**src/rtl/mem_access_ctrl_if.sv**
```systemverilog
// Data-bus req/ack channel between the MEM-stage access controller (master)
// and the data-memory bus slave.
interface mem_access_ctrl_if;
  logic        req;
  logic        we;
  logic [3:0]  be;
  logic [31:0] addr;
  logic [31:0] wdata;
  logic        ack;
  logic [31:0] rdata;

  modport master (
    output req, we, be, addr, wdata,
    input  ack, rdata
  );

  modport slave (
    input  req, we, be, addr, wdata,
    output ack, rdata
  );
endinterface

```
**src/rtl/mem_access_ctrl.sv**
```systemverilog
// MEM-stage data-memory access controller: lane steering, load extension and
// pipeline stall until bus ack. Define MEM_ADDR_ERR_EN to trap misaligned accesses.
`ifndef EXC_CODE_WIDTH
`define EXC_CODE_WIDTH 5
`endif
`ifndef EC_None
`define EC_None 5'h10
`endif
`ifndef EC_AdEL
`define EC_AdEL 5'h04
`endif
`ifndef EC_AdES
`define EC_AdES 5'h05
`endif
`ifndef LB
`define LB  8'b11100000
`endif
`ifndef LH
`define LH  8'b11100001
`endif
`ifndef LW
`define LW  8'b11100011
`endif
`ifndef LBU
`define LBU 8'b11100100
`endif
`ifndef LHU
`define LHU 8'b11100101
`endif
`ifndef SB
`define SB  8'b11101000
`endif
`ifndef SH
`define SH  8'b11101001
`endif
`ifndef SW
`define SW  8'b11101011
`endif

module mem_access_ctrl (
  input  logic                       clk,
  input  logic                       rst,
  input  logic [7:0]                 mem_aluop,
  input  logic [31:0]                mem_mem_addr,
  input  logic [31:0]                mem_reg2,
  input  logic [31:0]                mem_wdata,
  input  logic [`EXC_CODE_WIDTH-1:0] exc_code_i,
  input  logic                       flush,
  output logic [31:0]                wdata_o,
  output logic [`EXC_CODE_WIDTH-1:0] exc_code_o,
  output logic [31:0]                badvaddr_o,
  output logic                       stallreq,
  mem_access_ctrl_if.master          dbus
);

  typedef enum logic [1:0] {IDLE, REQ, DONE, DRAIN} state_t;

  state_t      state_q, state_d;
  logic [31:0] addr_q, addr_d;
  logic [3:0]  be_q, be_d;
  logic        we_q, we_d;
  logic [31:0] wdata_q, wdata_d;
  logic [7:0]  op_q, op_d;
  logic [1:0]  lane_q, lane_d;
  logic [31:0] ldata_q, ldata_d;

  logic        is_load, is_store, addr_err, pending;
  logic [3:0]  be_c;
  logic        we_c;
  logic [31:0] wdata_c;

  function automatic logic load_op(input logic [7:0] op);
    return (op == `LB) || (op == `LBU) || (op == `LH) || (op == `LHU) || (op == `LW);
  endfunction

  function automatic logic store_op(input logic [7:0] op);
    return (op == `SB) || (op == `SH) || (op == `SW);
  endfunction

  function automatic logic [31:0] load_extend(input logic [7:0]  op,
                                              input logic [1:0]  lane,
                                              input logic [31:0] d);
    logic [7:0]  b;
    logic [15:0] h;
    b = d[{lane, 3'b000} +: 8];
    h = lane[1] ? d[31:16] : d[15:0];
    case (op)
      `LB:     return {{24{b[7]}}, b};
      `LBU:    return {24'h0, b};
      `LH:     return {{16{h[15]}}, h};
      `LHU:    return {16'h0, h};
      default: return d;
    endcase
  endfunction

  assign is_load  = load_op(mem_aluop);
  assign is_store = store_op(mem_aluop);

`ifdef MEM_ADDR_ERR_EN
  always_comb begin
    addr_err = 1'b0;
    case (mem_aluop)
      `LH, `LHU, `SH: addr_err = mem_mem_addr[0];
      `LW, `SW:       addr_err = (mem_mem_addr[1:0] != 2'b00);
      default:        addr_err = 1'b0;
    endcase
  end

  // An upstream exception wins over our own address fault.
  always_comb begin
    exc_code_o = exc_code_i;
    badvaddr_o = '0;
    if (exc_code_i == `EC_None && addr_err) begin
      exc_code_o = is_load ? `EC_AdEL : `EC_AdES;
      badvaddr_o = mem_mem_addr;
    end
  end
`else
  assign addr_err   = 1'b0;
  assign exc_code_o = exc_code_i;
  assign badvaddr_o = '0;
`endif

  assign pending = (is_load || is_store) && (exc_code_i == `EC_None) && !addr_err;

  always_comb begin
    be_c    = 4'b1111;
    we_c    = 1'b0;
    wdata_c = '0;
    case (mem_aluop)
      `SB: begin
        we_c    = 1'b1;
        be_c    = 4'b0001 << mem_mem_addr[1:0];
        wdata_c = {4{mem_reg2[7:0]}};
      end
      `SH: begin
        we_c    = 1'b1;
        be_c    = mem_mem_addr[1] ? 4'b1100 : 4'b0011;
        wdata_c = {2{mem_reg2[15:0]}};
      end
      `SW: begin
        we_c    = 1'b1;
        wdata_c = mem_reg2;
      end
      default: ;
    endcase
  end

  always_comb begin
    state_d = state_q;
    addr_d  = addr_q;
    be_d    = be_q;
    we_d    = we_q;
    wdata_d = wdata_q;
    op_d    = op_q;
    lane_d  = lane_q;
    ldata_d = ldata_q;
    case (state_q)
      IDLE: begin
        if (pending && !flush) begin
          state_d = REQ;
          addr_d  = {mem_mem_addr[31:2], 2'b00};
          be_d    = be_c;
          we_d    = we_c;
          wdata_d = wdata_c;
          op_d    = mem_aluop;
          lane_d  = mem_mem_addr[1:0];
        end
      end
      REQ: begin
        if (dbus.ack) begin
          state_d = DONE;
          if (load_op(op_q)) ldata_d = load_extend(op_q, lane_q, dbus.rdata);
        end else if (flush) begin
          state_d = DRAIN;
        end
      end
      DONE:  state_d = IDLE;
      // A flushed transaction still runs to its ack; the data is dropped.
      DRAIN: if (dbus.ack) state_d = IDLE;
      default: state_d = IDLE;
    endcase
  end

  always_ff @(posedge clk or posedge rst) begin
    if (rst) begin
      state_q <= IDLE;
      addr_q  <= '0;
      be_q    <= '0;
      we_q    <= 1'b0;
      wdata_q <= '0;
      op_q    <= '0;
      lane_q  <= '0;
      ldata_q <= '0;
    end else begin
      state_q <= state_d;
      addr_q  <= addr_d;
      be_q    <= be_d;
      we_q    <= we_d;
      wdata_q <= wdata_d;
      op_q    <= op_d;
      lane_q  <= lane_d;
      ldata_q <= ldata_d;
    end
  end

  assign dbus.req   = (state_q == REQ) || (state_q == DRAIN);
  assign dbus.we    = we_q;
  assign dbus.be    = be_q;
  assign dbus.addr  = addr_q;
  assign dbus.wdata = wdata_q;

  assign stallreq = (pending && (state_q == IDLE || state_q == REQ)) || (state_q == DRAIN);
  assign wdata_o  = (state_q == DONE && load_op(op_q)) ? ldata_q : mem_wdata;

endmodule

```
**src/flat_wrapper.sv**
```systemverilog
// flat-port wrapper written by rule: the top's interface ports become plain ports
module mem_access_ctrl_flat 
  (clk, rst, mem_aluop, mem_mem_addr, mem_reg2, mem_wdata, exc_code_i, flush, wdata_o, exc_code_o, badvaddr_o, stallreq, dbus_req, dbus_we, dbus_be, dbus_addr, dbus_wdata, dbus_ack, dbus_rdata);
  mem_access_ctrl_if dbus_i ();
  input  logic clk;
  input  logic rst;
  input  logic [7:0] mem_aluop;
  input  logic [31:0] mem_mem_addr;
  input  logic [31:0] mem_reg2;
  input  logic [31:0] mem_wdata;
  input  logic [`EXC_CODE_WIDTH-1:0] exc_code_i;
  input  logic flush;
  output logic [31:0] wdata_o;
  output logic [`EXC_CODE_WIDTH-1:0] exc_code_o;
  output logic [31:0] badvaddr_o;
  output logic stallreq;
  output wire logic [$bits(dbus_i.req)-1:0] dbus_req;
  output wire logic [$bits(dbus_i.we)-1:0] dbus_we;
  output wire logic [$bits(dbus_i.be)-1:0] dbus_be;
  output wire logic [$bits(dbus_i.addr)-1:0] dbus_addr;
  output wire logic [$bits(dbus_i.wdata)-1:0] dbus_wdata;
  input wire logic [$bits(dbus_i.ack)-1:0] dbus_ack;
  input wire logic [$bits(dbus_i.rdata)-1:0] dbus_rdata;
  assign dbus_req = dbus_i.req;
  assign dbus_we = dbus_i.we;
  assign dbus_be = dbus_i.be;
  assign dbus_addr = dbus_i.addr;
  assign dbus_wdata = dbus_i.wdata;
  assign dbus_i.ack = dbus_ack;
  assign dbus_i.rdata = dbus_rdata;
  mem_access_ctrl u_core (.clk(clk), .rst(rst), .mem_aluop(mem_aluop), .mem_mem_addr(mem_mem_addr), .mem_reg2(mem_reg2), .mem_wdata(mem_wdata), .exc_code_i(exc_code_i), .flush(flush), .wdata_o(wdata_o), .exc_code_o(exc_code_o), .badvaddr_o(badvaddr_o), .stallreq(stallreq), .dbus(dbus_i));
endmodule
```
**config.mk**
```make
export PLATFORM = sky130hd
export DESIGN_NAME = mem_access_ctrl_flat
export DESIGN_NICKNAME = d
export VERILOG_FILES = /design/src/rtl/mem_access_ctrl_if.sv /design/src/rtl/mem_access_ctrl.sv /design/src/flat_wrapper.sv
export SDC_FILE = /design/constraint.sdc
export NUM_CORES = 1
export LEC_CHECK = 0
export BUFFER_PORTS_ARGS = -buffer_cell sky130_fd_sc_hd__buf_2
export CAP_MARGIN = 20
export CORE_UTILIZATION = 47
export CTS_CLUSTER_DIAMETER = 40
export DETAILED_ROUTE_END_ITERATION = 10
export MAX_ROUTING_LAYER = met4
export PLACE_DENSITY = 0.81
export SYNTH_ARGS = -nofsm -noshare
export SYNTH_HDL_FRONTEND = slang
export SYNTH_SLANG_ARGS = --single-unit
export TNS_END_PERCENT = 10
```
**constraint.sdc**
```tcl
create_clock -name clk -period 4.75 [get_ports clk]
set_clock_uncertainty 0.05 [all_clocks]
set_input_delay 0.95 -clock clk [delete_from_list [all_inputs] [get_ports clk]]
set_output_delay 0.95 -clock clk [all_outputs]
set_load 0.05 [all_outputs]
```
== Word level (Yosys, flattened, before mapping) ==
Index checks and enable logic that the tools add are counted.
Word-level totals
  bits of input ports: 145
  output and inout port bits: 140
  flip-flop bits (word level): 111
Cells by class
  shift operators: 2
  equality and inequality tests: 20
  reductions and logical operators: 24
  muxes and demuxes: 12
Operator list (number)
  one-hot mux 32 bit (4 select lines): 1
  == test 8 bit (second input constant): 13
  one-hot mux 32 bit (3 select lines): 1
  two-way mux 32 bit: 1
  indexed part select 32 x 6 -> 8 bit: 1
  two-way mux 16 bit: 1
  logical OR 1 bit: 14
  two-way mux 2 bit: 4
  one-hot mux 2 bit (4 select lines): 1
  one-hot mux 4 bit (2 select lines): 1
  AND reduction 3 bit: 2
  == test 5 bit (second input constant): 1
  == test 2 bit (second input constant): 2
  logical AND 1 bit: 4
  two-way mux 4 bit: 1
  << shifter 1 x 2 -> 4 bit (first input constant): 1
  inequality test 3 bit (second input constant): 1
  OR reduction 3 bit: 1
  == test 2 x 1 -> 1 bit (second input constant): 1
  logical NOT 2 bit: 1
  inequality test 2 x 1 -> 1 bit (second input constant): 1
  inequality test 2 bit (second input constant): 1
  AND reduction 2 bit: 1
  logical NOT 1 bit: 1
  two-way mux 1 bit: 1

== Depth between registers and ports, before layout ==
  depth in word-level cells: 10
  mapped depth: 8

== Least setup slack after synthesis ==
No wires, ideal clock.
  path type: input port to output port
  start point: input port exc_code_i[1]
  end point: output port stallreq
  path buffers: 0
  stages: 3
  required time: 3.750 ns
  arrival time: 2.939 ns
  path slack: 0.811 ns
  cell sequence: or4_1 -> a2111o_1 -> o21ai_0
Between the ends
  cells in the longest elaborated chain, start to end: 4
Ends and longest elaborated chain
  start: declaration: line flat_wrapper.sv:11  | input logic [`EXC_CODE_WIDTH-1:0] exc_code_i;
  == test 5 bit (no source line)
  logical AND 1 bit: line mem_access_ctrl.sv:124  | assign pending = (is_load || is_store) && (exc_code_i == `EC_None) && !addr_err;
  logical AND 1 bit: line mem_access_ctrl.sv:213  | assign stallreq = (pending && (state_q == IDLE || state_q == REQ)) || (state_q == DRAIN);
  logical OR 1 bit: line mem_access_ctrl.sv:213
  end: declaration: line flat_wrapper.sv:16  | output logic stallreq;
No other way between the ends.

== Final worst setup path ==
  start point: register u_core.op_q[0]
  end point: output port wdata_o[31]
Between the ends
  cells in the longest elaborated chain, start to end: 7
  elaborated cells on any way between the ends: 11
  those cells by class: eq/ne (5); mux (1); reduce/logical (5)
Ends and longest elaborated chain
  start: declaration: line mem_access_ctrl.sv:63  | logic [7:0] op_q, op_d;
  start signal: assignment: line mem_access_ctrl.sv:201  | op_q <= op_d;
  == test 8 bit (no source line)
  logical OR 1 bit (3 in a row): line mem_access_ctrl.sv:73  | return (op == `LB) || (op == `LBU) || (op == `LH) || (op == `LHU) || (op == `LW);
  logical OR 1 bit *: line mem_access_ctrl.sv:73
  logical AND 1 bit *: line mem_access_ctrl.sv:214  | assign wdata_o = (state_q == DONE && load_op(op_q)) ? ldata_q : mem_wdata;
  two-way mux 32 bit *: line mem_access_ctrl.sv:214
  end: declaration: line flat_wrapper.sv:13  | output logic [31:0] wdata_o;
Mark *: on every way between the ends. The rest lies on a longest branch, timed or not.

==> flow_metrics.env <==
export IMPL_cp_depth=6
export IMPL_p_total_w=0.00201
export IMPL_cpPeakStageDelay_ns=0.72
export IMPL_hp_start="u_core.dbus.we"
export IMPL_final_nets=928
export IMPL_r2r_end="u_core.ldata_q[6]"
export IMPL_setup_viol=0
export IMPL_hpwl_mm=11.9
export IMPL_final_cell_mix="buf_2, dfrtp_1, mux2_1, o21ai_0, a22o_1"
export IMPL_rows=40
export IMPL_cp_arrival_ns=3.00
export IMPL_die_w_um=114
export IMPL_drive_gt1_share_pct=39.7
export IMPL_routed_wl_mm=15.7
export IMPL_timing_slew_headroom_pct=33.7
export IMPL_drc=0
export IMPL_vias=5127
export IMPL_clockBufferDepth=2
export IMPL_ctsResizeCount=0
export IMPL_r2r_setup_slack_ns=2.21
export IMPL_crit_required_ns=3.75
export IMPL_wl_per_cell_um=16.4
export IMPL_synth_cell_type_count=42
export IMPL_drv_cap=0
export IMPL_cts_hold_buf=0
export IMPL_clkTransAtPathRegs_ns=0.07
export IMPL_synth_edf_count=0
export IMPL_path_max_fanout=24
export IMPL_startpoint="u_core.op_q[0]"
export IMPL_start_util_pct=48.8
export IMPL_rsz0062_at_grt="no"
export IMPL_min_to="u_core.dbus.we"
export IMPL_grt_pass1_wl_mm=24.1
export IMPL_cp_end_kind="primary output"
export IMPL_clock_power_share_pct=36.7
export IMPL_clock_root_buffer="clkbuf_16"
export IMPL_first_iter_violations=405
export IMPL_synth_async_sr_flop_share_pct=100
export IMPL_multi_input_area_um2=2730
export IMPL_cts_buffers=9
export IMPL_synth_cells=564
export IMPL_gp_congestion=0.855
export IMPL_p_leak_nw=4.03
export IMPL_seq_area_frac_synth_pct=46.8
export IMPL_synth_ff_type="dfrtp_1"
export IMPL_r2r_cells=5
export IMPL_ys_warn_count=0
export IMPL_grt_usage_pct=24.7
export IMPL_worst_slew_pin_slew_ns=0.994
export IMPL_fin_crit_sh_pct=84.3
export IMPL_die_area_um2=13100
export IMPL_syn2layout_area_growth_pct=24.6
export IMPL_hold_depth=1
export IMPL_slew_viol_final=0
export IMPL_critPathTopFamily="simple AND/OR/NAND/NOR gates"
export IMPL_switching_share_pct=28.3
export IMPL_vdd_drop_max_v=0.000243
export IMPL_seqCellArea_um2=2780
export IMPL_grt_max_degree=79
export IMPL_cts_max_level=3
export IMPL_timing_critical_path_buf_inv=2
export IMPL_switchingPower_w=0.000568
export IMPL_startpoint_type="flip-flop"
export IMPL_stdcell_count=956
export IMPL_max_freq_mhz=250
export IMPL_insertion_delay_ns=0.34
export IMPL_diodes=0
export IMPL_clock_sinks=111
export IMPL_port_buffer_count=250
export IMPL_post_cts_buffers=0
export IMPL_boundaryPins=285
export IMPL_critical_path_class="reg -> out"
export IMPL_grt_pass1_vias=4815
export IMPL_fin_setup_tns_ns=0
export IMPL_layout_cells_most_common="buf_2"
export IMPL_hold_viol=0
export IMPL_pwr_share_comb_pct=15.7
export IMPL_internal_power_w=0.00144
export IMPL_cts_tree="built"
export IMPL_fillers=1090
export IMPL_fin_area_um2=7390
export IMPL_crit_chain="nand2b_1 -> a21oi_1 -> nand4_1 -> buf_4 -> mux2_2 -> buf_2"
export IMPL_rr_startpoint="u_core.op_q[0]"
export IMPL_status="completed"
export IMPL_antenna_found_initial=0
export IMPL_postRouteAntennaNets=0
export IMPL_power_density_nw_per_um2=272
export IMPL_hold_path_class="reg -> reg"
export IMPL_period_needed_ns=4.00
export IMPL_syn_area_um2=5930
export IMPL_placed_area_um2=7100
export IMPL_pwr_share_seq_pct=47.6
export IMPL_grt_overflow=0
export IMPL_cp_slowest_cell="dfrtp_1"
export IMPL_ys_seq_elements=111
export IMPL_avgSynthCellArea_um2=10.5
export IMPL_core_area_um2=12200
export IMPL_first_pass_iters=5
export IMPL_vias_per_cell=5.36
export IMPL_die_h_um=114
export IMPL_place_inst=940
layout make-up:
type | count | area share (%)
multi-input combinational | 384 | 36.9
clock inverter | 4 | 0.373
clock buffer | 12 | 3.61
inverter | 20 | 1.05
tap | 168 | 2.84
sequential | 111 | 37.6
timing repair buffer | 257 | 17.6
worst max-delay path by stage:
stage	to	slack (ns)
2_1_floorplan	stallreq	0.81
3_3_place_gp	wdata_o[31]	1.22
3_5_place_dp	wdata_o[31]	1.12
4_1_cts	wdata_o[31]	0.72
5_1_grt	wdata_o[26]	0.51
6_report	wdata_o[31]	0.75
power by group through the flow:
stage | registers [W] | logic [W] | clock network [W]
after floorplan | 0.000990 | 0.000216 | 0
after global placement | 0.000974 | 0.000312 | 0
after detailed placement | 0.000975 | 0.000315 | 0
after CTS | 0.000956 | 0.000316 | 0.000760
after global routing | 0.000957 | 0.000336 | 0.000799
final | 0.000956 | 0.000315 | 0.000738
metal layers:
layer	up-vias	global-route usage (%)	part of all wire (%)
met3	13	4.55	6.8
li1	2394	-	-
met2	259	43.2	52
met5	-	-	0
met4	0	6.41	1.1
met1	2461	29.2	40
state kept, by name (all words and copies together), names as in the netlist:
name,count
u_core.dbus.addr,30
u_core.dbus.wdata,32
u_core.state_q,2
u_core.dbus.we,1
u_core.lane_q,2
u_core.op_q,8
u_core.ldata_q,32
u_core.dbus.be,4
per-stage QoR:
step / util, % / setup WS, ns / hold slack (ns)
global route: 60.8 / 0.515 / 0.438
global placement: 58.3 / 1.22 / 0.405
detailed placement: 58.3 / 1.12 / 0.412
finish: 60.8 / 0.748 / 0.425
CTS: 60.8 / 0.723 / 0.428
floorplan: - / 0.811 / 0.385
cells by family after synthesis:
| family | synth area share [%] |
|---|---|
| simple gates | 9.37 |
| other cells | 0.0632 |
| buf+inv | 9.52 |
| compound gates | 17.7 |
| mux | 16.5 |
| flops | 46.8 |
synthesized netlist by cell type (all sizes together), types with 3 or more instances:
library cell	instances	area, µm²
a22o	40	350
o21ai	43	215
a21o	3	22.5
mux2i	8	80.1
clkbuf	33	124
o32ai	7	61.3
and3b	7	61.3
nor3	6	30.0
nor2b	3	18.8
a211o	7	61.3
buf	49	365
a31oi	24	150
a21oi	9	45.0
nor2	33	124
or3	3	18.8
dfrtp	111	2780
nand2	33	124
nand3	8	40.0
a211oi	3	22.5
nand2b	9	56.3
mux2	80	901
o22ai	7	43.8
inv	20	75.1
worst register-to-register path, cell delays in order, from the launching register on:
cell and delay, ns:
dfrtp_1 0.72, nand2b_1 0.25, a211oi_4 0.68, buf_4 0.44
o21ai_0 0.16, o22ai_1 0.15
(Power assumes the default switching activity.)
